$ cat src/rtl/fm_dac_pkg.sv
// Shared types and constants for the FM DAC slot multiplexer.
// FM_DAC_LADDER_EN adds the +1 ladder offset to non-negative slot values.
package fm_dac_pkg;

  localparam int unsigned NUM_SLOTS = 6;
  localparam int unsigned SAMPLE_W  = 10;

  typedef enum logic [1:0] {
    StIdle,
    StHigh,
    StLow
  } state_e;

  // Raw 10-bit two's-complement sample bits.
  typedef logic [SAMPLE_W-1:0] sample_t;

  typedef struct packed {
    logic [NUM_SLOTS-1:0][SAMPLE_W-1:0] l;
    logic [NUM_SLOTS-1:0][SAMPLE_W-1:0] r;
    logic [NUM_SLOTS-1:0]               mute;
  } frame_t;

  function automatic sample_t slot_value(input sample_t raw, input logic mute);
    sample_t v;
    v = mute ? '0 : raw;
`ifdef FM_DAC_LADDER_EN
    // Non-negative codes move up one step, saturating at the positive limit.
    if (!v[SAMPLE_W-1] && (v != {1'b0, {(SAMPLE_W-1){1'b1}}})) begin
      v = v + sample_t'(1);
    end
`endif
    return v;
  endfunction

endpackage

$ cat src/rtl/fm_dac_phase_gen.sv
// Half-period counter and registered fm_clk1 for the FM DAC slot multiplexer.
module fm_dac_phase_gen #(
  parameter int unsigned HALF_DIV = 6
) (
  input  logic clk,
  input  logic reset_n,
  input  logic run,
  input  logic high_next,
  output logic fm_clk1,
  output logic phase_end
);

  localparam int unsigned CntW = 8;
  localparam logic [CntW-1:0] CntLast = CntW'(HALF_DIV - 1);

  logic [CntW-1:0] cnt_q, cnt_d;
  logic            fm_clk1_q;

  assign phase_end = run && (cnt_q == CntLast);

  always_comb begin
    cnt_d = cnt_q;
    if (!run || phase_end) begin
      cnt_d = '0;
    end else begin
      cnt_d = cnt_q + CntW'(1);
    end
  end

  always_ff @(posedge clk or negedge reset_n) begin
    if (!reset_n) begin
      cnt_q     <= '0;
      fm_clk1_q <= 1'b0;
    end else begin
      cnt_q     <= cnt_d;
      fm_clk1_q <= high_next;
    end
  end

  assign fm_clk1 = fm_clk1_q;

endmodule

$ cat src/rtl/fm_dac_mux.sv
// Six-slot time-multiplexer feeding an FM DAC; one frame per sample_ce.
// Define FM_DAC_LADDER_EN to offset non-negative outputs by +1.
module fm_dac_mux
  import fm_dac_pkg::*;
#(
  parameter int unsigned HALF_DIV = 6
) (
  input  logic                          clk,
  input  logic                          reset_n,
  input  logic                          sample_ce,
  input  logic [NUM_SLOTS*SAMPLE_W-1:0] ch_l,
  input  logic [NUM_SLOTS*SAMPLE_W-1:0] ch_r,
  input  logic [NUM_SLOTS-1:0]          ch_mute,
  output logic                          fm_clk1,
  output logic                          fm_sel23,
  output logic [SAMPLE_W-1:0]           mo_l,
  output logic [SAMPLE_W-1:0]           mo_r,
  output logic                          frame_done,
  output logic                          overrun
);

  localparam logic [2:0] LastSlot = 3'(NUM_SLOTS - 1);

  state_e     state_q, state_d;
  logic [2:0] slot_q, slot_d;
  frame_t     active_q, active_d;
  frame_t     pend_q, pend_d;
  logic       pend_valid_q, pend_valid_d;
  logic       overrun_q, overrun_d;
  logic       frame_done_q, frame_done_d;
  logic       sel23_q, sel23_d;
  sample_t    mo_l_q, mo_l_d;
  sample_t    mo_r_q, mo_r_d;
  frame_t     in_frame;
  logic       start;
  logic       phase_end;

  assign in_frame.l    = ch_l;
  assign in_frame.r    = ch_r;
  assign in_frame.mute = ch_mute;

  fm_dac_phase_gen #(
    .HALF_DIV (HALF_DIV)
  ) u_phase_gen (
    .clk       (clk),
    .reset_n   (reset_n),
    .run       (state_q != StIdle),
    .high_next (state_d == StHigh),
    .fm_clk1   (fm_clk1),
    .phase_end (phase_end)
  );

  always_comb begin
    state_d      = state_q;
    slot_d       = slot_q;
    active_d     = active_q;
    pend_d       = pend_q;
    pend_valid_d = pend_valid_q;
    overrun_d    = overrun_q;
    frame_done_d = 1'b0;
    mo_l_d       = mo_l_q;
    mo_r_d       = mo_r_q;
    start        = 1'b0;

    unique case (state_q)
      StIdle: start = sample_ce | pend_valid_q;
      StHigh: if (phase_end) state_d = StLow;
      StLow: begin
        if (phase_end) begin
          if (slot_q == LastSlot) begin
            frame_done_d = 1'b1;
            if (sample_ce || pend_valid_q) begin
              start = 1'b1;
            end else begin
              state_d = StIdle;
              slot_d  = '0;
              mo_l_d  = '0;
              mo_r_d  = '0;
            end
          end else begin
            state_d = StHigh;
            slot_d  = slot_q + 3'd1;
            mo_l_d  = slot_value(active_q.l[slot_d], active_q.mute[slot_d]);
            mo_r_d  = slot_value(active_q.r[slot_d], active_q.mute[slot_d]);
          end
        end
      end
      default: state_d = StIdle;
    endcase

    // A pending frame always goes first; a simultaneous strobe refills pending.
    if (start) begin
      state_d = StHigh;
      slot_d  = '0;
      if (pend_valid_q) begin
        active_d = pend_q;
        if (sample_ce) begin
          pend_d = in_frame;
        end else begin
          pend_valid_d = 1'b0;
        end
      end else begin
        active_d = in_frame;
      end
      mo_l_d = slot_value(active_d.l[0], active_d.mute[0]);
      mo_r_d = slot_value(active_d.r[0], active_d.mute[0]);
    end else if (sample_ce) begin
      if (pend_valid_q) overrun_d = 1'b1;
      pend_d       = in_frame;
      pend_valid_d = 1'b1;
    end

    sel23_d = (state_d != StIdle) && (slot_d == LastSlot);
  end

  always_ff @(posedge clk or negedge reset_n) begin
    if (!reset_n) begin
      state_q      <= StIdle;
      slot_q       <= '0;
      active_q     <= '0;
      pend_q       <= '0;
      pend_valid_q <= 1'b0;
      overrun_q    <= 1'b0;
      frame_done_q <= 1'b0;
      sel23_q      <= 1'b0;
      mo_l_q       <= '0;
      mo_r_q       <= '0;
    end else begin
      state_q      <= state_d;
      slot_q       <= slot_d;
      active_q     <= active_d;
      pend_q       <= pend_d;
      pend_valid_q <= pend_valid_d;
      overrun_q    <= overrun_d;
      frame_done_q <= frame_done_d;
      sel23_q      <= sel23_d;
      mo_l_q       <= mo_l_d;
      mo_r_q       <= mo_r_d;
    end
  end

  assign fm_sel23   = sel23_q;
  assign mo_l       = mo_l_q;
  assign mo_r       = mo_r_q;
  assign frame_done = frame_done_q;
  assign overrun    = overrun_q;

endmodule

$ cat config.mk
export PLATFORM = sky130hd
export DESIGN_NAME = fm_dac_mux
export DESIGN_NICKNAME = d
export VERILOG_FILES = /design/src/rtl/fm_dac_pkg.sv /design/src/rtl/fm_dac_phase_gen.sv /design/src/rtl/fm_dac_mux.sv
export SDC_FILE = /design/constraint.sdc
export NUM_CORES = 1
export LEC_CHECK = 0
export CORE_ASPECT_RATIO = 2
export CORE_MARGIN = 1.5
export CORE_UTILIZATION = 39
export DETAILED_ROUTE_END_ITERATION = 8
export PLACE_DENSITY_LB_ADDON = 0.15
export SLEW_MARGIN = 20
export SYNTH_ARGS = -nofsm -noshare
export SYNTH_HDL_FRONTEND = slang
export SYNTH_SLANG_ARGS = --single-unit
export TNS_END_PERCENT = 100
$ cat constraint.sdc
create_clock -name clk -period 6.6 [get_ports clk]
set_input_delay 1.32 -clock clk [delete_from_list [all_inputs] [get_ports clk]]
set_output_delay 1.32 -clock clk [all_outputs]
set_load 0.02 [all_outputs]
==> impl_results.md, run 1 <==
* Outcome: completed
* # clock sinks at between 200 and 300
* Post-route ant nets at 0
* Clock slew seen by the registers of the worst setup and hold paths at 0.07 ns
* Skew-Pair Late Insertion Delay at 0.57 ns
* Clock Path Buffers at 3
* Clk root buf: clkbuf_16
* Hold Violations, Final at 0
* Sw Ratio at between 30 and 40%
* Power density over the cells at about 380 nW/µm²
* Switching Power at 1990 µW
* Multi-input gate area at a little under 6000 µm²
* Fin cells at 1658
* CP Capture Type: flop
* Average cell area after synthesis at 12.4 µm²
* Register area at ~7300 µm²
* M1 GR Usage at 22.8%
* Worst Path Arrival at 4.03 ns
* Int Pwr at 4190 µW
* Synthesized area at between 10000 and 15000 µm²
* MaxCap Viol Count at 0
* Area Overhead vs Synth at 21.4%
* Total Nets Final at roughly 1300
* Tcrit/Tclk final at a little over half
* CP Launch Type: flop
* Fill cells at 3139
* Drt first pass iters at 5
* DIE WIDTH at 135 µm
* Setup Buffers After CTS at 0
* Full die area at approximately 36000 µm²
* Wire per inst at roughly 21 µm
* Clock share of power at 29.1%
* DP HPWL at 22.7 mm
* Synth Instances at ~1100
* GPL Wtd Cong at ~0.77
* GRT overflow at 0
* DRC viols at 0
* Initial core utilization at between 30% and 40%
* Synthesized flop and latch total at 290
* Most common cell in the netlist: dfrtp_1
* Placed Instances at 1605
* CTS tree: done
* Initial antenna violation count at 0
* Buffers on Ports at 152
* Number of synthesized flops with an enable pin at 0
* Setup Viol. Count Final at 0
* CP Cell Sequence: inv_1, ha_1, or4b_1, o31a_2, buf_4, nor2_2, buf_4, mux2_2
* Share of cells above drive strength 1 at roughly 20%
* Synth unique cells at 48
* Crit path max fanout at 71
* Slowest cell on the critical path: o31a_2
* Largest net degree at the start of global routing at 125
* Unrepaired setup endpoints after global routing: no
* First-pass GRT wire length at approximately 54 mm
* Area contributors post-synth: dfrtp_1 54%, mux2_2 12%, mux2i_1 9.4%
* Critical Path RT at between 7 and 8 ns
* Vias per std cell at about 5.5
* Synth area leader: dfrtp_1
* Max VDD drop at 0.274 mV
* CTS Buf Count at 28
* # IOs at roughly 150
* Yosys top cell area share at 53.7%
* Leakage at 0.00714 µW
* Crit-path most repeated cell: buf_4
* Fmax at 0.278 GHz
* Die Y-Extent at ~270 µm
* Pins over their slew limit at 0
* 1st-iter DRT viols at 570
* DRT Wirelength at 34.6 mm
* Hold_buf cts at 0
* Logic pwr share at 28.2%
* Post-synth ARST share at 100%
* Tmin final at 3.59 ns
* Setup total negative slack at 0 ns
* Worst-Margin Slew at 1.01 ns
* Slowest cell delay on critical path at roughly 0.66 ns
* Yosys warnings at 0
* Met2 Usage GRT at 35.5%
* Vias in the first global route at 9359
* Slew HR at 32.7%
* Met3 usage at around 1.8%
* Post-synth net total at 1224
* Top cells by count, synth: 290 x dfrtp_1, 203 x o21ai_0, 138 x mux2_2
* Global Route Usage Sum at 19.4%
* H-tree depth at 1
* Vias at 9054
* Crit path kind: reg2reg
* Most used routing layer: met2
* Register area share after synthesis at 53.7%
* Placeable Area at 34200 µm²
* Site Rows at 96
* Worst Skew at 0.0280 ns
* Share of power burned in registers at 42.7%
* CTS-repair resized insts at 0
* Hold Path Class: reg2reg
* Dominant synthesized flop cell: dfrtp_1
* N_diodes at 0
==> through the flow <==
stage                     hold slack (ns)  area [µm²]  util [%]  total power [µW]  setup WS [ns]
after floorplan                     0.464       13500         -              3740           3.79
after CTS                           0.495       16400      47.8              6250           2.87
after global routing                0.502       16400      47.9              6510           2.76
after detailed placement            0.481       15300      44.8              4440           2.88
after global placement              0.473       15300      44.8              4370           2.91
final                               0.489       16400      47.9              6180           3.01
==> cell usage in the layout (no fill, tap or decap), drive strengths merged, types with 3 or more instances in the layout <==
cell and count:
xor2 4, a22oi 20, nand4 21, mux4 21
ha 4, and2 3, clkinv 8, xnor2 3
mux2 167, o221ai 20, inv 23, o21ai 214
clkdlybuf4s50 151, nand2 8, bufinv 5, nor2 35
dfrtp 290, mux2i 127, nor3b 3, clkbuf 38
nor3 4, nand3 3, buf 16
==> worst max-delay path: cells and delay by family, from the launching register on <==
kind	cells	cell delay, ns
flops	1	0.41
simple gates	2	1.07
buf+inv	3	0.83
compound gates	1	0.66
mux	1	0.35
fa+ha+maj	1	0.15
==> path summary, 6_finish.rpt <==
kind	startpoint	to	slack, ns	cells past startpoint
max in group asynchronous	reset_n	pend_q[35]	4.41	2
min	pend_q[43]	pend_q[43]	0.49	1
max	u_phase_gen.cnt_q[1]	active_q[66]	3.01	8
min reg2reg	pend_q[43]	pend_q[43]	0.49	1
min in group asynchronous	reset_n	pend_q[106]	0.81	1
max reg2reg	u_phase_gen.cnt_q[1]	active_q[66]	3.01	8
==> flip-flops by register name, indices dropped and copies added, names as in the netlist <==
name,cells
frame_done,1
pend_q,126
active_q,126
u_phase_gen.fm_clk1,1
mo_l,10
pend_valid_q,1
overrun,1
mo_r,10
fm_sel23,1
u_phase_gen.cnt_q,8
slot_q,3
state_q,2
==> power by group through the flow <==
stage	sequential, µW	combinational (µW)	clock, µW
finish	2640	1740	1790
global route	2700	1910	1900
floorplan	2560	1180	0
detailed placement	2670	1760	0
CTS	2640	1770	1840
global placement	2650	1720	0
==> per-layer routing <==
metal,part of all wire [%],wire [µm]
met3,3.3,1140
met5,0,0
met4,4.1,1420
met2,54,18600
met1,39,13400
==> cell families (layout without fill, tap and decap cells) <==
logic type,Yosys count,after routing,share of synthesized area (%)
adder cells (fa/ha/maj),4,4,0.371
XOR/XNOR,7,7,0.454
buffers and inverters,116,242,3.84
AND/OR/NAND/NOR,91,91,3.56
AO/OA/AOI/OAI,268,268,11.2
multiplexers,315,315,26.8
flip-flops,290,290,53.7
==> area by class of cell <==
type / instances / area share [%]
flip-flops and latches: 290 / 44.3
clock buffers: 38 / 4.99
repair buffers: 167 / 10.1
clock inverters: 14 / 1.34
multi-input cells: 685 / 35.4
well taps: 441 / 3.36
inverters: 23 / 0.526
Note: power is estimated with default switching activity, not from simulation.
==> run 2: changes to the inputs <==
==> constraint.sdc (replaced) <==
create_clock -name clk -period 3 [get_ports clk]
set_input_delay 0.6 -clock clk [delete_from_list [all_inputs] [get_ports clk]]
set_output_delay 0.6 -clock clk [all_outputs]
set_load 0.02 [all_outputs]
==> impl_results.md, run 2 (same netlist as run 1, synthesis figures left out) <==
* Global Route Usage Sum at 20.6%
* Int Pwr at 9310 µW
* DIE WIDTH at ~130 µm
* Most common cell after layout, fill and taps aside: dfrtp_1
* Leakage at 0.00728 µW
* Die Y-Extent at 266 µm
* Largest regs: active_q: 126 flops, pend_q: 126 flops
* Final Cell Area at 16600 µm²
* Placeable Area at 34200 µm²
* Site Rows at 96
* Setup Buffers After CTS at 0
* Commonest non-fill, non-tap cells in the layout: 288 x dfrtp_1, 203 x o21ai_0, 151 x clkdlybuf4s50_1, 138 x mux2_2, 126 x mux2i_1
* Slowest cell on the critical path: or4b_1
* Pins over their slew limit at 0
* Slowest cell delay on critical path at 0.56 ns
* Drt first pass iters at 4
* Clk root buf: clkbuf_16
* First-pass GRT wire length at approximately 57 mm
* CTS Buf Count at 28
* GRT overflow at 0
* Setup Viol. Count Final at 0
* Max VDD drop at around 0.53 mV
* Power density over the cells at 822 nW/µm²
* Full die area at 35800 µm²
* Logic pwr share at 29.3%
* Share of cells above drive strength 1 at between 20% and 30%
* Final Util at between 40% and 50%
* Worst Skew at 0.0173 ns
* Post-route ant nets at 0
* Switching Power at about 4400 µW
* MaxCap Viol Count at 0
* Worst Path Arrival at 3.30 ns
* Setup total negative slack at 0 ns
* Total Nets Final at between 1000 and 1500
* Tcrit/Tclk final at 95.6%
* Share of power burned in registers at 42.0%
* DP HPWL at 24.4 mm
* Clock Path Buffers at 3
* # clock sinks at 290
* Vias at 9252
* Hold Violations, Final at 0
* Largest net degree at the start of global routing at 110
* CTS tree: done
* Initial core utilization at 39.5%
* Crit path kind: reg2reg
* Outcome: completed
* Skew-Pair Late Insertion Delay at 0.56 ns
* Sw Ratio at 31.9%
* DRC viols at 0
* DRT Wirelength at 36.4 mm
* CP Cell Sequence: inv_1, ha_1, or4b_1, o31a_2, o31ai_4, buf_12, mux2_2
* # IOs at 153
* H-tree depth at 1
* GPL Wtd Cong at 0.837
* Clock slew seen by the registers of the worst setup and hold paths at 0.07 ns
* Fmax at 0.349 GHz
* Buffers on Ports at 152
* Wire per inst at 21.6 µm
* Hold Path Class: reg2reg
* Crit path max fanout at 54
* Initial antenna violation count at 0
* Slew HR at 28.3%
* Vias per std cell at 5.51
* Worst-Margin Slew at 1.07 ns
* N_diodes at 0
* Clock share of power at 28.7%
* Tmin final at between 2 and 3 ns
* Vias in the first global route at just under 10000
* Area Overhead vs Synth at 23.2%
* CTS-repair resized insts at 0
* CP Launch Type: flop
* Hold_buf cts at 1
* CP Capture Type: flop
* Cell Area, Placed at 15600 µm²
* Critical Path RT at approximately 3.4 ns
* Unrepaired setup endpoints after global routing: no
* 1st-iter DRT viols at 518
## run 2: final timing paths
kind / startpoint / endpoint / slack [ns] / depth (start not counted)
worst max-delay path: u_phase_gen.cnt_q[1] / pend_q[89] / 0.13 / 7
worst min-delay path: overrun / overrun / 0.49 / 1
worst max register to register: u_phase_gen.cnt_q[1] / pend_q[89] / 0.13 / 7
worst min register to register: overrun / overrun / 0.49 / 1
max in group asynchronous: reset_n / pend_valid_q / 1.56 / 3
min in group asynchronous: reset_n / active_q[107] / 0.57 / 2
## run 2: through the flow
step                total power (µW)  std cells  hold WS (ns)  setup WS [ns]
finish                         13700       1680         0.486          0.131
global route                   14500       1680         0.503         0.0585
CTS                            13900       1680         0.487          0.173
detailed placement              9880       1628         0.471          0.181
global placement                9760       1628         0.465          0.237
floorplan                       8220       1091         0.304          0.528
## run 2: area by class of cell
type	instances	area (µm²)
sequential	290	7260
clock inverter	12	188
timing repair buffer	190	1930
multi-input combinational	685	5780
tap	441	552
inverter	23	86.3
clock buffer	39	833
fill	3143	17600
## run 2: metal layers
layer,global-route usage (%),share of wire [%],up-vias
met2,38.6,55,208
met4,7.99,3.7,0
met1,23.9,38,4742
met3,1.85,3.3,59
met5,0,0,-
li1,-,-,4243
## run 2: critical path: cells and delay by family, from the launching register on
family / cells / cell delay [ns]
compound gates: 2 / 0.77
fa+ha+maj: 1 / 0.16
buf+inv: 2 / 0.42
flops: 1 / 0.41
mux: 1 / 0.38
simple gates: 1 / 0.56
## run 2: power groups by stage
stage               registers [µW]  logic (µW)  clock network, µW
floorplan                     5630        2590                  0
global placement              5790        3980                  0
detailed placement            5820        4060                  0
CTS                           5750        4070               4030
global route                  5880        4400               4180
finish                        5740        4010               3920
